[src/rtl/muldiv_arbiter.sv]
// muldiv_arbiter
//
// Shares one iterative multiply/divide engine between two requesters.
// Requests are granted round-robin while idle. The block latches the
// operands, pulses the engine's init input for one cycle and counts N
// iterations. It then captures the engine result and holds it on the
// winning requester's response port until that requester accepts it.
//
// Ports:
//   clk, reset              clock; synchronous active-low reset
//   reqX_valid/ready        request handshake (X = 0, 1)
//   reqX_op                 0 = signed multiply, 1 = signed divide
//   reqX_a, reqX_b          operands
//   rspX_valid/ready        response handshake
//   rspX_data, rspX_err     result and divide-by-zero flag
//   eng_init                one-cycle engine load pulse
//   eng_op, eng_a, eng_b    engine operation select and operands
//   eng_result              engine combinational result
//   busy                    high whenever an operation is in flight
module muldiv_arbiter #(
    parameter int N  = 32,
    parameter int CW = 6
) (
    input  logic         clk,
    input  logic         reset,
    input  logic         req0_valid,
    output logic         req0_ready,
    input  logic         req0_op,
    input  logic [N-1:0] req0_a,
    input  logic [N-1:0] req0_b,
    input  logic         req1_valid,
    output logic         req1_ready,
    input  logic         req1_op,
    input  logic [N-1:0] req1_a,
    input  logic [N-1:0] req1_b,
    output logic         rsp0_valid,
    input  logic         rsp0_ready,
    output logic [N-1:0] rsp0_data,
    output logic         rsp0_err,
    output logic         rsp1_valid,
    input  logic         rsp1_ready,
    output logic [N-1:0] rsp1_data,
    output logic         rsp1_err,
    output logic         eng_init,
    output logic         eng_op,
    output logic [N-1:0] eng_a,
    output logic [N-1:0] eng_b,
    input  logic [N-1:0] eng_result,
    output logic         busy
);

    typedef enum logic [1:0] {IDLE, INIT, RUN, DONE} state_t;

    state_t        state;
    logic          last;
    logic          owner;
    logic          op_q;
    logic [N-1:0]  a_q;
    logic [N-1:0]  b_q;
    logic [CW-1:0] count;

    logic          grant0;
    logic          grant1;
    logic          handshake;
    logic          sel_op;
    logic [N-1:0]  sel_a;
    logic [N-1:0]  sel_b;
    logic          div_zero;
    logic          rsp_taken;

    // On a tie, the requester that was not granted last wins. "last"
    // resets to req1 so that req0 wins the first tie after reset.
    always_comb begin
        grant0 = 1'b0;
        grant1 = 1'b0;
        if (reset && state == IDLE) begin
            if (req0_valid && req1_valid) begin
                grant0 = last;
                grant1 = ~last;
            end else begin
                grant0 = req0_valid;
                grant1 = req1_valid;
            end
        end
    end

    assign req0_ready = grant0;
    assign req1_ready = grant1;
    assign handshake  = grant0 | grant1;

    assign sel_op   = grant1 ? req1_op : req0_op;
    assign sel_a    = grant1 ? req1_a  : req0_a;
    assign sel_b    = grant1 ? req1_b  : req0_b;
    assign div_zero = sel_op && (sel_b == '0);

    assign rsp_taken = owner ? rsp1_ready : rsp0_ready;

    assign eng_op = op_q;
    assign eng_a  = a_q;
    assign eng_b  = b_q;
    assign busy   = (state != IDLE);

    always_ff @(posedge clk) begin
        if (!reset) begin
            state      <= IDLE;
            last       <= 1'b1;
            owner      <= 1'b0;
            op_q       <= 1'b0;
            a_q        <= '0;
            b_q        <= '0;
            count      <= '0;
            eng_init   <= 1'b0;
            rsp0_valid <= 1'b0;
            rsp0_data  <= '0;
            rsp0_err   <= 1'b0;
            rsp1_valid <= 1'b0;
            rsp1_data  <= '0;
            rsp1_err   <= 1'b0;
        end else begin
            case (state)
                IDLE: begin
                    if (handshake) begin
                        op_q  <= sel_op;
                        a_q   <= sel_a;
                        b_q   <= sel_b;
                        owner <= grant1;
                        last  <= grant1;
                        count <= '0;
                        // Divide by zero never starts the engine; the
                        // all-ones result is posted on the next cycle.
                        if (div_zero) begin
                            state <= DONE;
                            if (grant1) begin
                                rsp1_valid <= 1'b1;
                                rsp1_data  <= '1;
                                rsp1_err   <= 1'b1;
                            end else begin
                                rsp0_valid <= 1'b1;
                                rsp0_data  <= '1;
                                rsp0_err   <= 1'b1;
                            end
                        end else begin
                            state    <= INIT;
                            eng_init <= 1'b1;
                        end
                    end
                end
                INIT: begin
                    eng_init <= 1'b0;
                    count    <= count + 1'b1;
                    state    <= RUN;
                end
                RUN: begin
                    // The counter reads 1..N across the RUN cycles, so the
                    // engine has had N cycles when it reaches N.
                    if (count == CW'(N)) begin
                        state <= DONE;
                        if (owner) begin
                            rsp1_valid <= 1'b1;
                            rsp1_data  <= eng_result;
                            rsp1_err   <= 1'b0;
                        end else begin
                            rsp0_valid <= 1'b1;
                            rsp0_data  <= eng_result;
                            rsp0_err   <= 1'b0;
                        end
                    end else begin
                        count <= count + 1'b1;
                    end
                end
                DONE: begin
                    if (rsp_taken) begin
                        rsp0_valid <= 1'b0;
                        rsp1_valid <= 1'b0;
                        state      <= IDLE;
                    end
                end
                default: state <= IDLE;
            endcase
        end
    end

endmodule

[config.mk]
export PLATFORM = sky130hd
export DESIGN_NAME = muldiv_arbiter
export DESIGN_NICKNAME = d
export VERILOG_FILES = /design/src/rtl/muldiv_arbiter.sv
export SDC_FILE = /design/constraint.sdc
export NUM_CORES = 1
export LEC_CHECK = 0
export CAP_MARGIN = 20
export CORE_MARGIN = 5
export CORE_UTILIZATION = 41
export DETAILED_ROUTE_END_ITERATION = 10
export PLACE_DENSITY = 0.85
export SLEW_MARGIN = 20
export SYNTH_ARGS = -nofsm -noshare
export SYNTH_HDL_FRONTEND = slang
export SYNTH_SLANG_ARGS = --single-unit
[constraint.sdc]
create_clock -name clk -period 3.05 [get_ports clk]
set_input_delay 0.61 -clock clk [delete_from_list [all_inputs] [get_ports clk]]
set_output_delay 0.61 -clock clk [all_outputs]
set_load 0.02 [all_outputs]
## After elaboration in Yosys (flattened, before gate mapping)

Cells that the tools add are included.

| operators by class | value |
|---|---|
| eq/ne operators | 14 |
| muxes and demuxes | 50 |
| bitwise logic cells | 2 |
| add/sub/neg operators | 1 |
| reductions and logical operators | 18 |

Operator list:

| cell | number |
|---|---|
| $mux 32 | 12 |
| $pmux 32 s2 | 2 |
| $logic_not 32->1 | 1 |
| $mux 1 | 23 |
| $ne 2x2->1 const B | 10 |
| $pmux 6 s3 | 1 |
| $reduce_and 7->1 | 2 |
| $mux 6 | 2 |
| $reduce_and 6->1 | 2 |
| $reduce_and 3->1 | 3 |
| $mux 2 | 4 |
| $pmux 2 s4 | 1 |
| $add 6x1->6 const B | 1 |
| $eq 6x6->1 const B | 1 |
| $pmux 1 s2 | 3 |
| $pmux 1 s3 | 2 |
| $reduce_bool 2->1 | 3 |
| $reduce_bool 3->1 | 2 |
| $eq 2x2->1 const B | 2 |
| $logic_and 1x1->1 | 3 |
| $eq 2x1->1 const B | 1 |
| $logic_not 2->1 | 1 |
| $reduce_and 2->1 | 1 |
| $not 1->1 | 1 |
| $or 1x1->1 | 1 |

| storage, ports and cells | value |
|---|---|
| flip-flop bits (word level) | 144 |
| output and inout port bits | 137 |
| word-level logic and storage cells | 99 |
| bits of input ports | 168 |

## Depth between registers and ports, before layout

| logic depth | value |
|---|---|
| word-level depth | 9 |
| mapped depth | 12 |
| gate-level depth less buffers | 9 |

## Worst setup path before layout

Ideal clock, no wire load.

| path | value |
|---|---|
| path kind | input -> register |
| start point | input req1_b[24] |
| end point | register rsp1_data[17] |
| setup time | 119 ps |
| path slack | 630 ps |
| required time | 2931 ps |
| stages | 7 |
| path buffers | 2 |
| arrival time | 2302 ps |
| path through | or4_4 -> nor4_4 -> a21oi_2 -> or2_1 -> buf_2 -> buf_6 -> o221a_1 |

| between the ends | value |
|---|---|
| word-level cells in the longest chain between the ends | 5 |

Ends and longest elaborated chain:

| what | RTL line | RTL |
|---|---|---|
| start: declaration | 35 | `input logic [N-1:0] req1_b,` |
| $mux 32 | 93 | `assign sel_b = grant1 ? req1_b : req0_b;` |
| $logic_not 32->1 | 94 | `assign div_zero = sel_op && (sel_b == '0);` |
| $logic_and 1x1->1 | 94 |  |
| $ne 2x2->1 (no line) | -- |  |
| $reduce_and 6->1 (no line) | -- |  |
| end signal: assignment | 160 | `rsp1_data <= eng_result;` |
| end: declaration | 42 | `output logic [N-1:0] rsp1_data,` |

Every way passes these cells.
A chain may end at the register's enable or synchronous reset.

## Worst setup path in the final report

| path | value |
|---|---|
| start point | input req1_valid |
| end point | output req1_ready |

| between the ends | value |
|---|---|
| word-level cells in the longest chain between the ends | 3 |

Ends and longest elaborated chain:

| what | RTL line | RTL |
|---|---|---|
| start: declaration | 31 | `input logic req1_valid,` |
| $logic_and 1x1->1 | 77 | `if (req0_valid && req1_valid) begin` |
| $mux 1 (*) | 77 |  |
| $mux 1 (*) | 76 | `if (reset && state == IDLE) begin` |
| end: declaration | 32 | `output logic req1_ready,` |

Mark *: on every way between the ends. The rest lies on a longest branch, timed or not.

==> qor.txt <==
outcome: completed
Layout Utilization: 0.665
Antenna Nets Post-Route: 0
Worst Path Max Fanout: 5
FF/Latch Area: 2880 µm²
Avg WL per Cell: 17.6 µm
hold_sp: reset
initial antenna violation count: 0
Initial DRT Pass Iterations: 4
yosys warns: 0
Critical Path RT: 2.44 ns
min Tclk post-route: 2.89 ns
Synth Net Count: 934
Cell Pwr Density: 896 nW/µm²
Worst Reg-to-Reg Cells: 9
Hold-fix buffers, CTS: 0
final setup vio count: 0
Die Width: 134 µm
area occupied by multi-input gates: 3100 µm²
Crit path arrival time: 2.28 ns
Setup Fix Bufs, Post-CTS: 0
Post-Syn Instances: 759
TritonCTS buffer count: 17
Worst-Margin Slew: 0.925 ns
Register-to-Register Setup Slack: 0.38 ns
number of I/O port buffers: 304
post-synth cell types: 46
Hold Vio Cnt, Final: 0
Cell Area, Synth: 6310 µm²
cts repair resizes: 0
asr flop ratio synth: 0
r2r startpoint: state[0]
placed cell areas: 9510 µm²
ys flop type: dfxtp_1
core area: 15,100 µm²
CP Capture Type: primary output
final net count: 1,210
Total Power: 9.02 mW
CP Capture Point: req1_ready
largest net degree at the start of global routing: 100
most frequent cells in the layout: clkdlybuf4s50_1, nand2_1, dfxtp_1
synthesized area per cell: 8.31 µm²
RD Place Congestion: 0.918
post-route cell area: 10,100 µm²
Cell Rows: 45
clock sink count: 144
clk slew on worst S/H paths: 0.05 ns
H-tree levels: 4
final wirelength: 21,800 µm
Area growth syn-to-layout: 59.6%
Clock Tree Buf Depth: 2
DP Cell Count: 1,204
RSZ-0062 raised after global routing: no
CTS tree: yes
worst r2r dst: rsp0_data[13]
Initial Util: 0.417
post-DP HPWL: 16,100 µm
Skew-Pair Late Insertion Delay: 0.41 ns
Setup TNS: 0 ns
vias in the first global route: 6,265
Final Skew: 0.0105 ns
Vias/cell: 5.35
Residual DRC: 0
area of the die: 18,000 µm²
number of I/O pins: 305
Peak VDD IR: 756 µV
Rel. slew slack: 0.383
Die Y: 134 µm
GR Util All Layers: 0.229
Critical path origin: req1_valid
Layout fillers: 1,241
Max-cap violations: 0
EDFF count, synth: 0
part of the cycle the worst path needs: 0.949
Max Freq: 345 MHz
HP Class: input pin to register
sequential area share after synthesis: 0.457
most common cell after layout, fill and taps aside: clkdlybuf4s50_1
Synth Register Bits: 144
Vias: 6,614
kind of critical path: input pin to primary output
fraction of layout cells with a size suffix above 1: 0.0677
P_leak: 3.73 nW
Root Driver: clkbuf_16
Starting DRT DRC Count: 320
first-pass GRT wire length: 32,700 µm
Startpoint Class: input pin
total congestion overflow: 0
fin cells: 1,236
Max Slew Vio Count: 0
n_diodes: 0
## cell type report
class / count / share of cell area
Clock buffer: 21 / 0.0447
Clock inverter: 11 / 0.0107
Inverter: 10 / 0.00373
Multi-Input combinational cell: 538 / 0.308
Sequential cell: 144 / 0.286
Tap cell: 188 / 0.0234
Timing Repair Buffer: 324 / 0.323
## worst min-delay path by stage
stage	cells past startpoint	slack, ns	end
finish	2	0.45	last
global route	2	0.46	last
CTS	2	0.44	last
detailed placement	2	0.45	rsp0_data[28]
global placement	2	0.45	rsp0_data[28]
floorplan	2	0.48	owner
## synth_stat cells, types with 6 or more instances
master | count | area (µm²)
a21oi_1 | 6 | 30.0
a311oi_1 | 65 | 569
buf_2 | 7 | 35.0
clkbuf_1 | 47 | 176
dfxtp_1 | 144 | 2880
ha_1 | 7 | 87.6
inv_1 | 8 | 30.0
nand2_1 | 175 | 657
nand2b_1 | 36 | 225
nand3_1 | 37 | 185
nor2_1 | 78 | 293
nor3_1 | 8 | 40.0
nor4_1 | 11 | 68.8
o21ai_0 | 37 | 185
o221a_1 | 23 | 259
o221a_2 | 9 | 101
## flip-flops by register name (all words and copies together) (netlist names)
| register | cells |
|---|---|
| count | 6 |
| eng_a | 32 |
| eng_b | 32 |
| eng_init | 1 |
| eng_op | 1 |
| last | 1 |
| owner | 1 |
| rsp0_data | 32 |
| rsp0_err | 1 |
| rsp0_valid | 1 |
| rsp1_data | 32 |
| rsp1_err | 1 |
| rsp1_valid | 1 |
| state | 2 |
## per-stage QoR
step	setup slack (ns)	hold slack [ns]
after floorplan	0.630	0.475
after global placement	0.131	0.446
after detailed placement	0.105	0.449
after CTS	0.111	0.437
after global routing	0.0782	0.463
final	0.155	0.452
## logic make-up after synthesis
group,Yosys count,share of synthesized area
AOI/OAI and AO/OA,157,0.203
muxes,6,0.00972
DFF,144,0.457
adders and majority gates,7,0.0139
and+or+nand+nor,363,0.256
xor gates and xnor gates,5,0.00694
buffers and inverters,77,0.0543
## critical path, cell delays in order
cell and delay (ns):
clkdlybuf4s50_1 0.53, nand3_1 0.15, nand2b_2 0.27, inv_2 0.10, clkdlybuf4s50_1 0.62
## layer usage
layer	GRT usage	vias up	routed length [µm]
met1	0.273	3019	8720
met5	0	-	0
met2	0.383	291	10300
li1	-	3257	-
met3	0.0720	47	2000
met4	0.0962	0	707
## where the power goes
group | internal (mW) | leakage (nW) | switching [mW] | total, mW
Sequential | 2.50 | 1.19 | 0.331 | 2.83
Clock | 1.15 | 0.257 | 0.809 | 1.96
Combinational | 1.94 | 2.29 | 2.29 | 4.23
Total | 5.59 | 3.73 | 3.43 | 9.02
Power figures use the tool's default switching activity.
